### src/rtl/tfp2fix_pkg.sv
// Shared types and helpers for the TFP to fixed-point stream converter.
// Full-width formula is reused by the lane and the top-level defaults.
package tfp2fix_pkg;

  function automatic int tfp2fix_full_width(input int tfp_w, input int exp_w);
    return tfp_w - exp_w + (2 ** exp_w) - 1;
  endfunction

  localparam int FULL_W = tfp2fix_full_width(8, 3);

  typedef struct packed {
    logic [FULL_W-1:0] fix;
    logic              ovf;
  } lane_res_t;

endpackage

### src/rtl/tfp2fix_lane.sv
// Combinational single-lane TFP to fixed-point conversion with overflow.
// TFP2FIX_STREAM_SAT_EN selects saturation instead of wrap on overflow.
module tfp2fix_lane
  import tfp2fix_pkg::*;
#(
  parameter int TFP_WIDTH = 8,
  parameter int EXP_WIDTH = 3,
  parameter int FIX_WIDTH = tfp2fix_full_width(TFP_WIDTH, EXP_WIDTH)
) (
  input  logic [TFP_WIDTH-1:0] tfp_i,
  output logic [FIX_WIDTH-1:0] fix_o,
  output logic                 ovf_o
);

  localparam int FW = tfp2fix_full_width(TFP_WIDTH, EXP_WIDTH);
  localparam int MW = TFP_WIDTH - EXP_WIDTH;

  logic [MW-1:0]        mant;
  logic [EXP_WIDTH-1:0] ex;
  logic [FW-1:0]        full;

  assign mant = tfp_i[TFP_WIDTH-1:EXP_WIDTH];
  assign ex   = tfp_i[EXP_WIDTH-1:0];
  assign full = {{(FW-MW){mant[MW-1]}}, mant} << ex;

  generate
    if (FIX_WIDTH < FW) begin : g_narrow
      // Bits that are dropped plus the new sign must all match.
      logic [FW-FIX_WIDTH:0] top;
      logic                  ovf;
      assign top   = full[FW-1:FIX_WIDTH-1];
      assign ovf   = ~(&top | ~|top);
      assign ovf_o = ovf;
`ifdef TFP2FIX_STREAM_SAT_EN
      logic [FIX_WIDTH-1:0] sat;
      assign sat = full[FW-1] ?
        {1'b1, {(FIX_WIDTH-1){1'b0}}} :
        {1'b0, {(FIX_WIDTH-1){1'b1}}};
      assign fix_o = ovf ? sat : full[FIX_WIDTH-1:0];
`else
      assign fix_o = full[FIX_WIDTH-1:0];
`endif
    end else begin : g_wide
      assign fix_o = FIX_WIDTH'($signed(full));
      assign ovf_o = 1'b0;
    end
  endgenerate

endmodule

### src/rtl/tfp2fix_stream.sv
// Multi-lane TFP to fixed-point converter with valid/ready pipeline.
// Optional saturation via TFP2FIX_STREAM_SAT_EN (see tfp2fix_lane).
module tfp2fix_stream
  import tfp2fix_pkg::*;
#(
  parameter int CHANNELS  = 1,
  parameter int TFP_WIDTH = 8,
  parameter int EXP_WIDTH = 3,
  parameter int FIX_WIDTH = tfp2fix_full_width(TFP_WIDTH, EXP_WIDTH),
  parameter int PIPELINE  = 1
) (
  input  logic                          clk,
  input  logic                          rst,
  input  logic                          clkena,
  input  logic [CHANNELS*TFP_WIDTH-1:0] i_data,
  input  logic                          i_valid,
  output logic                          i_ready,
  output logic [CHANNELS*FIX_WIDTH-1:0] o_data,
  output logic [CHANNELS-1:0]           o_ovf,
  output logic                          o_valid,
  input  logic                          o_ready,
  input  logic                          ovf_clr,
  output logic [CHANNELS-1:0]           ovf_sticky
);

  localparam int LAST = PIPELINE - 1;

  logic [CHANNELS*FIX_WIDTH-1:0] lane_fix;
  logic [CHANNELS-1:0]           lane_ovf;

  logic [PIPELINE-1:0]           v_q;
  logic [PIPELINE-1:0]           adv;
  logic [CHANNELS*FIX_WIDTH-1:0] d_q   [PIPELINE];
  logic [CHANNELS-1:0]           ovf_q [PIPELINE];
  logic [CHANNELS-1:0]           sticky_q, sticky_d;
  logic                          full_run;
  logic                          hs;

  generate
    for (genvar k = 0; k < CHANNELS; k++) begin : g_lane
      tfp2fix_lane #(
        .TFP_WIDTH(TFP_WIDTH),
        .EXP_WIDTH(EXP_WIDTH),
        .FIX_WIDTH(FIX_WIDTH)
      ) u_lane (
        .tfp_i(i_data[k*TFP_WIDTH +: TFP_WIDTH]),
        .fix_o(lane_fix[k*FIX_WIDTH +: FIX_WIDTH]),
        .ovf_o(lane_ovf[k])
      );
    end
  endgenerate

  // A stage may advance unless it and every stage after it is full
  // and the sink is stalling.
  always_comb begin
    adv      = '0;
    full_run = ~o_ready;
    for (int s = LAST; s >= 0; s--) begin
      full_run = full_run & v_q[s];
      adv[s]   = clkena & ~full_run;
    end
  end

  always_ff @(posedge clk or posedge rst) begin
    if (rst) begin
      v_q <= '0;
      for (int s = 0; s < PIPELINE; s++) begin
        d_q[s]   <= '0;
        ovf_q[s] <= '0;
      end
    end else begin
      if (adv[0]) begin
        v_q[0]   <= i_valid;
        d_q[0]   <= lane_fix;
        ovf_q[0] <= lane_ovf;
      end
      for (int s = 1; s < PIPELINE; s++) begin
        if (adv[s]) begin
          v_q[s]   <= v_q[s-1];
          d_q[s]   <= d_q[s-1];
          ovf_q[s] <= ovf_q[s-1];
        end
      end
    end
  end

  assign hs = clkena & v_q[LAST] & o_ready;

  always_comb begin
    sticky_d = sticky_q;
    if (clkena) begin
      if (ovf_clr) sticky_d = '0;
      if (hs)      sticky_d = sticky_d | ovf_q[LAST];
    end
  end

  always_ff @(posedge clk or posedge rst) begin
    if (rst) sticky_q <= '0;
    else     sticky_q <= sticky_d;
  end

  assign i_ready    = adv[0];
  assign o_valid    = v_q[LAST];
  assign o_data     = d_q[LAST];
  assign o_ovf      = ovf_q[LAST];
  assign ovf_sticky = sticky_q;

endmodule

### config.mk
export PLATFORM = sky130hd
export DESIGN_NAME = tfp2fix_stream
export DESIGN_NICKNAME = d
export VERILOG_FILES = /design/src/rtl/tfp2fix_pkg.sv /design/src/rtl/tfp2fix_lane.sv /design/src/rtl/tfp2fix_stream.sv
export SDC_FILE = /design/constraint.sdc
export NUM_CORES = 1
export LEC_CHECK = 0
export ABC_AREA = 1
export BUFFER_PORTS_ARGS = -buffer_cell sky130_fd_sc_hd__buf_2
export CORE_ASPECT_RATIO = 1.1
export CORE_MARGIN = 1
export CORE_UTILIZATION = 49
export DETAILED_ROUTE_END_ITERATION = 7
export PLACE_DENSITY = 0.81
export SETUP_SLACK_MARGIN = 0.2
export SYNTH_ARGS = -nofsm -noshare
export SYNTH_HDL_FRONTEND = slang
export SYNTH_SLANG_ARGS = --single-unit
### constraint.sdc
create_clock -name clk -period 2.9 [get_ports clk]
set_clock_uncertainty 0.05 [all_clocks]
set_input_delay 0.29 -clock clk [delete_from_list [all_inputs] [get_ports clk]]
set_output_delay 0.29 -clock clk [all_outputs]
set_load 0.1 [all_outputs]
=== Word level (Yosys, flattened, before mapping) ===
Cells that the tools add are included.

* Equality and inequality tests: 1
* Shift operators: 1
* Mux-type cells: 2
* Bitwise operators: 4
* Reduce and logical (&&, ||, !) cells: 1

{| class="wikitable"
|+ Operators with widths
! kind !! number
|-
| $shl A12 B3 Y12 || 1
|-
| $and A1 B1 Y1 || 2
|-
| $mux W1 || 2
|-
| $ne A2 B1 Y1 const B || 1
|-
| $not A1 Y1 || 2
|-
| $reduce_and A2 Y1 || 1
|}

* Flip-flop bits (word level): 14
* Input bits: 14
* Output and inout port bits: 16

=== Longest topological paths before layout ===
Gate-level depths: netlist of run 1.

* Word-level depth: 4
* Depth in mapped cells: 7

=== Cells and area by module ===
A second synthesis of run 1 with hierarchy kept.

* Cell total of the unflattened synthesis: 128
* Area total of the unflattened synthesis: 877.1 µm²

{| class="wikitable"
|+ By module, submodules not included
! module !! instances !! cells an instance !! area each (µm²) !! seq. area each (µm²)
|-
| tfp2fix_stream || 1 || 70 || 629.4 || 375.4
|-
| tfp2fix_lane || 1 || 58 || 247.7 || 0.0
|}

=== Least setup slack after synthesis of run 1 ===
Ideal clock, no wire load.

* Kind: reg2reg
* From: reg v_q (netlist: o_valid)
* To: reg d_q (netlist bit o_data[7])
* Arrival: 1711 ps
* Setup slack: 1012 ps
* Cell stages (with the launch flop): 6
* Buffers on the path: 0
* Period minus slack after synthesis: 1888 ps
* Path through: dfrtp_1 nand2_2 nand2_2 inv_2 nand2_1 nand3_1

* Longest elaborated chain between the ends: 3

{| class="wikitable"
|+ Ends and longest elaborated chain
! what !! line !! text
|-
| start: declaration || tfp2fix_stream.sv:31 || <nowiki>logic [PIPELINE-1:0] v_q;</nowiki>
|-
| start signal: indexed assignment || tfp2fix_stream.sv:79 || <nowiki>v_q[s] <= v_q[s-1];</nowiki>
|-
| $and A1 B1 Y1 || tfp2fix_stream.sv:59 || <nowiki>full_run = full_run & v_q[s];</nowiki>
|-
| $not A1 Y1 || tfp2fix_stream.sv:60 || <nowiki>adv[s] = clkena & ~full_run;</nowiki>
|-
| $and A1 B1 Y1 || tfp2fix_stream.sv:60 ||
|-
| via i_ready || tfp2fix_stream.sv:17 || <nowiki>output logic i_ready,</nowiki>
|-
| end signal: indexed assignment || tfp2fix_stream.sv:80 || <nowiki>d_q[s] <= d_q[s-1];</nowiki>
|-
| end: declaration || tfp2fix_stream.sv:33 || <nowiki>logic [CHANNELS*FIX_WIDTH-1:0] d_q [PIPELINE];</nowiki>
|}

The timed path passes the listed nets, and every way through them passes these cells.
A chain may end at the register's enable or synchronous reset.

=== Worst setup path in the final report of run 1 ===
* From: reg v_q (netlist: o_valid)
* To: out i_ready

* Longest elaborated chain between the ends: 3

{| class="wikitable"
|+ Ends and longest elaborated chain
! what !! line
|-
| $and A1 B1 Y1 || tfp2fix_stream.sv:59
|-
| $not A1 Y1 || tfp2fix_stream.sv:60
|-
| $and A1 B1 Y1 || tfp2fix_stream.sv:60
|-
| end: declaration || tfp2fix_stream.sv:17
|}

Every way passes these cells.

==> results of run 1 <==
[sequential cells by signal, indices dropped and copies added (netlist names)]
signal	cells
o_data	12
o_valid	1
[per-layer routing]
metal / vias to the layer above / track usage (%) / share of wire (%)
met5: - / 0 / 0
met4: 0 / 12.41 / 2.7
met3: 5 / 3.141 / 5.4
met2: 33 / 37.00 / 49
met1: 321 / 26.03 / 43
li1: 366 / - / -
[cell type report]
class	count	area [um2]	area share, %
multi-input combinational	74	346.6	38.21
sequential	13	325.3	35.86
timing repair buffer	27	140.1	15.45
inverter	13	48.80	5.379
clock buffer	4	26.28	2.897
tap	16	20.02	2.207
[logic make-up after synthesis]
family                 after synthesis  synth area share (%)
AOI/OAI and AO/OA                    4                 3.536
buffers and inverters               16                 10.10
DFF                                 13                 43.77
other                                1                0.5046
and+or+nand+nor                     68                 42.09
[placed cells by master, fill, tap and decap left out, drive strengths merged]
| cell | Yosys | final |
|---|---|---|
| buf | 3 | 26 |
| clkbuf | 0 | 4 |
| conb | 1 | 2 |
| dfrtp | 13 | 13 |
| dlygate4sd3 | 0 | 1 |
| inv | 13 | 13 |
| nand2 | 47 | 47 |
| nand3 | 16 | 16 |
| nor2 | 5 | 5 |
| o21a | 1 | 1 |
| o21ai | 3 | 3 |
[Yosys cell counts]
cell / count / share of area, %
inv_1: 9 / 4.5
nand2_1: 39 / 20
o21a_1: 1 / 1.0
conb_1: 1 / 0.50
nand3_2: 2 / 2.7
o21ai_2: 1 / 1.2
buf_6: 1 / 1.5
nor2_4: 1 / 1.5
nand2_2: 8 / 6.7
nand3_1: 14 / 9.4
inv_2: 4 / 2.0
o21ai_1: 2 / 1.3
buf_4: 2 / 2.0
dfrtp_1: 13 / 44
nor2_1: 4 / 2.0
[tightest hold or removal path: cells and delay by family]
kind          cells  cell delay, ns
buf+inv           1            0.08
simple gates      2            0.09
[per-stage QoR]
| step | utilization (%) | worst slack [ns] | total power, mW | hold slack (ns) |
|---|---|---|---|---|
| 2_1_floorplan | - | 1.012 | 0.4970 | 0.1170 |
| 3_3_place_gp | 62.93 | 1.353 | 0.5416 | 0.2684 |
| 3_5_place_dp | 62.93 | 1.323 | 0.5474 | 0.2829 |
| 4_1_cts | 65.55 | 1.017 | 0.6605 | 0.1648 |
| 5_1_grt | 65.55 | 0.9453 | 0.6840 | 0.1835 |
| 6_report | 65.55 | 1.023 | 0.6575 | 0.1612 |
[worst max path at each step]
| stage | cells past startpoint | start | slack (ns) | to |
|---|---|---|---|---|
| floorplan | 5 | o_valid | 1.01 | o_data[7] |
| global placement | 4 | o_valid | 1.35 | i_ready |
| detailed placement | 4 | o_valid | 1.32 | i_ready |
| CTS | 4 | o_valid | 1.02 | i_ready |
| global route | 4 | o_valid | 0.95 | i_ready |
| finish | 4 | o_valid | 1.02 | i_ready |
[power groups by stage]
stage	clock (mW)	sequential [mW]	combinational (mW)
after CTS	0.115	0.219	0.326
after floorplan	0	0.412	0.0855
after detailed placement	0	0.223	0.325
after global routing	0.119	0.223	0.342
final	0.114	0.219	0.325
after global placement	0	0.221	0.320
[timing repair]
item | in CTS | in global routing
hold endpoints to repair | 13 | 0
endpoints found under the setup margin | 0 | 0
hold buffers | 1 | 0
==> impl_metrics.json, run 1 <==
{
  "status": "complete, no violations",
  "fin_crit_ns": 1.877,
  "h-tree-depth": 1,
  "cts_resized": 0,
  "pre_antenna_drt_iters": 4,
  "dieArea_um2": 1677,
  "clk_root_buffer_cell": "clkbuf_4",
  "crit_path_start_kind": "flop",
  "ios": 30,
  "fp.coreArea_um2": 1384,
  "antenna-diode-count": 0,
  "finalInstanceArea_um2": 907.1,
  "static-leakage-power_nw": 0.5515,
  "flow.area_growth_from_synthesis_pct": 22.05,
  "dp_hpwl_um": 1254,
  "post-cts-setup-buffer-count": 0,
  "cp.required_ns": 2.56,
  "critPathSlowestCell": "buf_2",
  "worst_hold_path_ep": "o_valid",
  "placed_cells": 142,
  "rsz0062_at_grt": "false",
  "worst-path-buf-inv": 2,
  "track_usage_pct": 22.16,
  "synth.yosys.seq_area_share_pct": 43.77,
  "worstHoldStart": "i_valid",
  "clockBufferDepth": 2,
  "globalRouteOverflowTotal": 0,
  "fin_nets": 146,
  "setup-violations-final": 0,
  "crit_family": "buffers and inverters",
  "layoutNonFillerInstCount": 147,
  "setup_total_negative_slack_ns": 0,
  "power.share.sequential_pct": 33.3,
  "tritoncts": "done",
  "detail_route.vias_per_cell": 4.932,
  "power_report.internal_total_uw": 309.4,
  "timing.reg2reg.setup_slack_ns": 1.69,
  "netSwitchingPower_uw": 348.2,
  "die_h_um": 42.85,
  "insertion_delay_ns": 0.28,
  "postPlaceCellArea_um2": 870.8,
  "vdd.ir_drop.worst_uv": 355.7,
  "timing.setup.critical_path_class": "reg2out",
  "route.vias.total": 725,
  "antenna_found_initial": 0,
  "detail_route.wirelength_um": 1566,
  "critical_path_arrival_ns": 1.54,
  "synth_cell_type_count": 15,
  "post_route_cells_drive_above_1_share_pct": 34.35,
  "effective_utilization_at_floorplan_pct": 53.71,
  "synth.cell_area_um2": 743.2,
  "tightestPinTransition_ns": 0.5003,
  "cellPowerDensity_nw_per_um2": 724.9,
  "antenna_left": 0,
  "pin_count_of_the_biggest_net_entering_global_routing": 16,
  "cp_cell_sequence": "nand2_2, nand2_2, inv_2, buf_2",
  "ys_ff_latch": 13,
  "reg2reg_from": "o_valid",
  "io_buffers": 26,
  "cts_inserted_buffers": 3,
  "timing.final.crit_share_pct": 64.73,
  "critical_path.most_common_cell": "nand2_2",
  "row_count": 14,
  "worst_flop_to_flop_path_endpoint": "o_data[1]",
  "grt_first_pass_wirelength_um": 2566,
  "power.share.clock_pct": 17.3,
  "drt-wirelength-per-cell_um": 10.65,
  "gp_congestion": 0.8328,
  "final-max-slew-violation-count": 0,
  "max_slew_margin_pct": 66.61,
  "crit_path_max_incr_delay_ns": 0.43,
  "synthesis.area_per_instance_um2": 7.286,
  "min_delay_path_depth": 3,
  "max_clock_freq_mhz": 532.7,
  "ys_warnings": 0,
  "capturing_element_type_of_the_critical_path": "output port",
  "hold_viol_final": 0,
  "timing.max_cap.violations": 0,
  "cts.sink_count": 13,
  "pwr-share-comb_pct": 49.4,
  "power.switching_fraction_pct": 52.95,
  "clk_pin_slew_worst_paths_ns": 0.07,
  "width_of_the_chip_um": 39.14,
  "filler_cell_count": 136,
  "cell_count_after_synthesis": 102,
  "drc_errors": 0,
  "worstHoldPathType": "in2reg",
  "number_of_global_route_vias_before_repair": 654,
  "crit_fanout": 15,
  "drt-initial-drc-count": 17,
  "reg2regPathDepth": 5
}
Note: power is estimated with default switching activity, not from simulation.
==> run 2: changes to the inputs <==
--- a/config.mk
+++ b/config.mk
@@ -9,9 +9,9 @@
 export BUFFER_PORTS_ARGS = -buffer_cell sky130_fd_sc_hd__buf_2
 export CORE_ASPECT_RATIO = 1.1
 export CORE_MARGIN = 1
-export CORE_UTILIZATION = 49
+export CORE_UTILIZATION = 46
 export DETAILED_ROUTE_END_ITERATION = 7
-export PLACE_DENSITY = 0.81
+export PLACE_DENSITY = 0.77
 export SETUP_SLACK_MARGIN = 0.2
 export SYNTH_ARGS = -nofsm -noshare
 export SYNTH_HDL_FRONTEND = slang
==> constraint.sdc (replaced) <==
create_clock -name clk -period 1.9 [get_ports clk]
set_clock_uncertainty 0.05 [all_clocks]
set_input_delay 0.19 -clock clk [delete_from_list [all_inputs] [get_ports clk]]
set_output_delay 0.19 -clock clk [all_outputs]
set_load 0.1 [all_outputs]
==> run 2 against run 1 <==
Compared with the run above: total power rose by 52%; global-route usage fell by 2.5 points; via count fell by 2.1%; sequential power rose by 53%; largest power group unchanged; highest routed layer unchanged.
==> impl_metrics.json, run 2 (synthesis results as in run 1) <==
{
  "status": "complete, no violations",
  "row_count": 14,
  "clk_pin_slew_worst_paths_ns": 0.08,
  "antenna_found_initial": 0,
  "reg2reg_from": "o_valid",
  "clk_root_buffer_cell": "clkbuf_4",
  "cts.sink_count": 13,
  "grt_first_pass_wirelength_um": 2435,
  "crit_fanout": 15,
  "number_of_global_route_vias_before_repair": 653,
  "timing.final.crit_share_pct": 83.04,
  "drc_errors": 0,
  "mostFrequentLayoutCell": "nand2_1",
  "timing.max_cap.violations": 0,
  "fin_crit_ns": 1.578,
  "pre_antenna_drt_iters": 4,
  "setup-violations-final": 0,
  "timing.reg2reg.setup_slack_ns": 0.69,
  "hold_viol_final": 0,
  "startpoint": "o_valid",
  "cp.required_ns": 1.66,
  "critPathSlowestCell": "dfrtp_2",
  "post_route_cells_drive_above_1_share_pct": 35.11,
  "static-leakage-power_nw": 0.5522,
  "clockBufferDepth": 2,
  "timing.setup.critical_path_class": "reg2out",
  "detail_route.vias_per_cell": 4.830,
  "route.vias.total": 710,
  "tritoncts": "done",
  "capturing_element_type_of_the_critical_path": "output port",
  "rsz0062_at_grt": "false",
  "fin_hold_ws_ns": 0.06493,
  "width_of_the_chip_um": 40.33,
  "crit_path_start_kind": "flop",
  "cellPowerDensity_nw_per_um2": 1092,
  "gp_congestion": 0.7653,
  "reg2regPathDepth": 5,
  "drt-initial-drc-count": 18,
  "dieArea_um2": 1781,
  "fin_nets": 146,
  "dp_hpwl_um": 1194,
  "insertion_delay_ns": 0.27,
  "filler_cell_count": 136,
  "flow.area_growth_from_synthesis_pct": 23.06,
  "effective_utilization_at_floorplan_pct": 51.74,
  "postPlaceCellArea_um2": 872.1,
  "worstHoldPathType": "in2reg",
  "worst-path-buf-inv": 2,
  "fp.coreArea_um2": 1436,
  "detail_route.wirelength_um": 1486,
  "post-cts-setup-buffer-count": 0,
  "critical_path.most_common_cell": "nand2_2",
  "critPathCapture": "i_ready",
  "highest_count_cells_in_the_layout_ignoring_fill_and_taps": "nand2_1 (39), buf_2 (25), nand3_1 (14), dfrtp_1 (12), inv_1 (9)",
  "crit_path_max_incr_delay_ns": 0.42,
  "final-max-slew-violation-count": 0,
  "antenna_left": 0,
  "vdd.ir_drop.worst_uv": 424.2,
  "antenna-diode-count": 0,
  "setup_total_negative_slack_ns": 0,
  "track_usage_pct": 19.62,
  "h-tree-depth": 1,
  "io_buffers": 26,
  "worst_flop_to_flop_path_endpoint": "o_data[1]",
  "pin_count_of_the_biggest_net_entering_global_routing": 16,
  "max_clock_freq_mhz": 633.8,
  "finalInstanceArea_um2": 914.6,
  "crit_family": "flip-flops",
  "cp_cell_sequence": "nand2_2, nand2_2, inv_2, buf_6",
  "globalRouteOverflowTotal": 0,
  "drt-wirelength-per-cell_um": 10.11,
  "ios": 30,
  "die_h_um": 44.16,
  "largest_register_ffs": 12,
  "critical_path_cell_count": 4,
  "cts_inserted_buffers": 3,
  "critical_path_arrival_ns": 1.34
}
-- run 2: cell count changes in the layout (fill, tap and decap cells not counted) --
cell     before  now
dfrtp_2       0    1
buf_2        26   25
dfrtp_1      13   12
buf_6         0    1
-- run 2: cell type report --
type / instances / area (um2) / area share [%]
sequential: 13 / 326.6 / 35.70
multi-input combinational: 74 / 346.6 / 37.89
timing repair buffer: 27 / 146.4 / 16.01
inverter: 13 / 48.80 / 5.335
tap: 16 / 20.02 / 2.189
clock buffer: 4 / 26.28 / 2.873
-- run 2: layer usage --
layer	vias to the layer above	wire length (um)	track usage, %
met5	-	0	0
met4	0	19	10.00
met3	2	67	1.508
met2	26	685	29.84
met1	315	714	27.36
li1	367	-	-
-- run 2: how the worst min path moves through the flow --
| stage | start | slack, ns | depth (start not counted) | endpoint |
|---|---|---|---|---|
| floorplan | rst | 0.02 | 1 | o_data[0] |
| global placement | rst | 0.18 | 2 | o_data[10] |
| detailed placement | rst | 0.18 | 2 | o_data[7] |
| CTS | i_valid | 0.06 | 3 | o_valid |
| global route | i_valid | 0.08 | 3 | o_valid |
| finish | i_valid | 0.06 | 3 | o_valid |
-- run 2: power breakdown --
part / internal (mW) / total [mW] / switching [mW]
combinational: 0.0778 / 0.496 / 0.418
clock: 0.0812 / 0.167 / 0.0863
sequential: 0.316 / 0.335 / 0.0190
total: 0.475 / 0.998 / 0.524
-- run 2: worst reg2reg max path: cells and delay by family (launching register included) --
kind                   cells  cell delay (ns)
buffers and inverters      1             0.06
and+or+nand+nor            3             0.49
DFF                        1             0.42
AOI/OAI and AO/OA          1             0.12
-- run 2: what timing repair did --
item,in CTS,in global routing
hold buffers,1,0
hold endpoints to repair,13,0
gates resized for setup,1,1
setup endpoints to repair,1,1
-- run 2: metrics by stage --
stage	util [%]	std cells	total power, mW	worst slack, ns
final	63.68	147	0.9983	0.3223
after global routing	63.68	147	1.049	0.2307
after CTS	63.41	147	1.000	0.2559
after detailed placement	60.71	142	0.8342	0.4219
after global placement	60.71	142	0.8285	0.4438
after floorplan	-	103	0.7592	0.2398
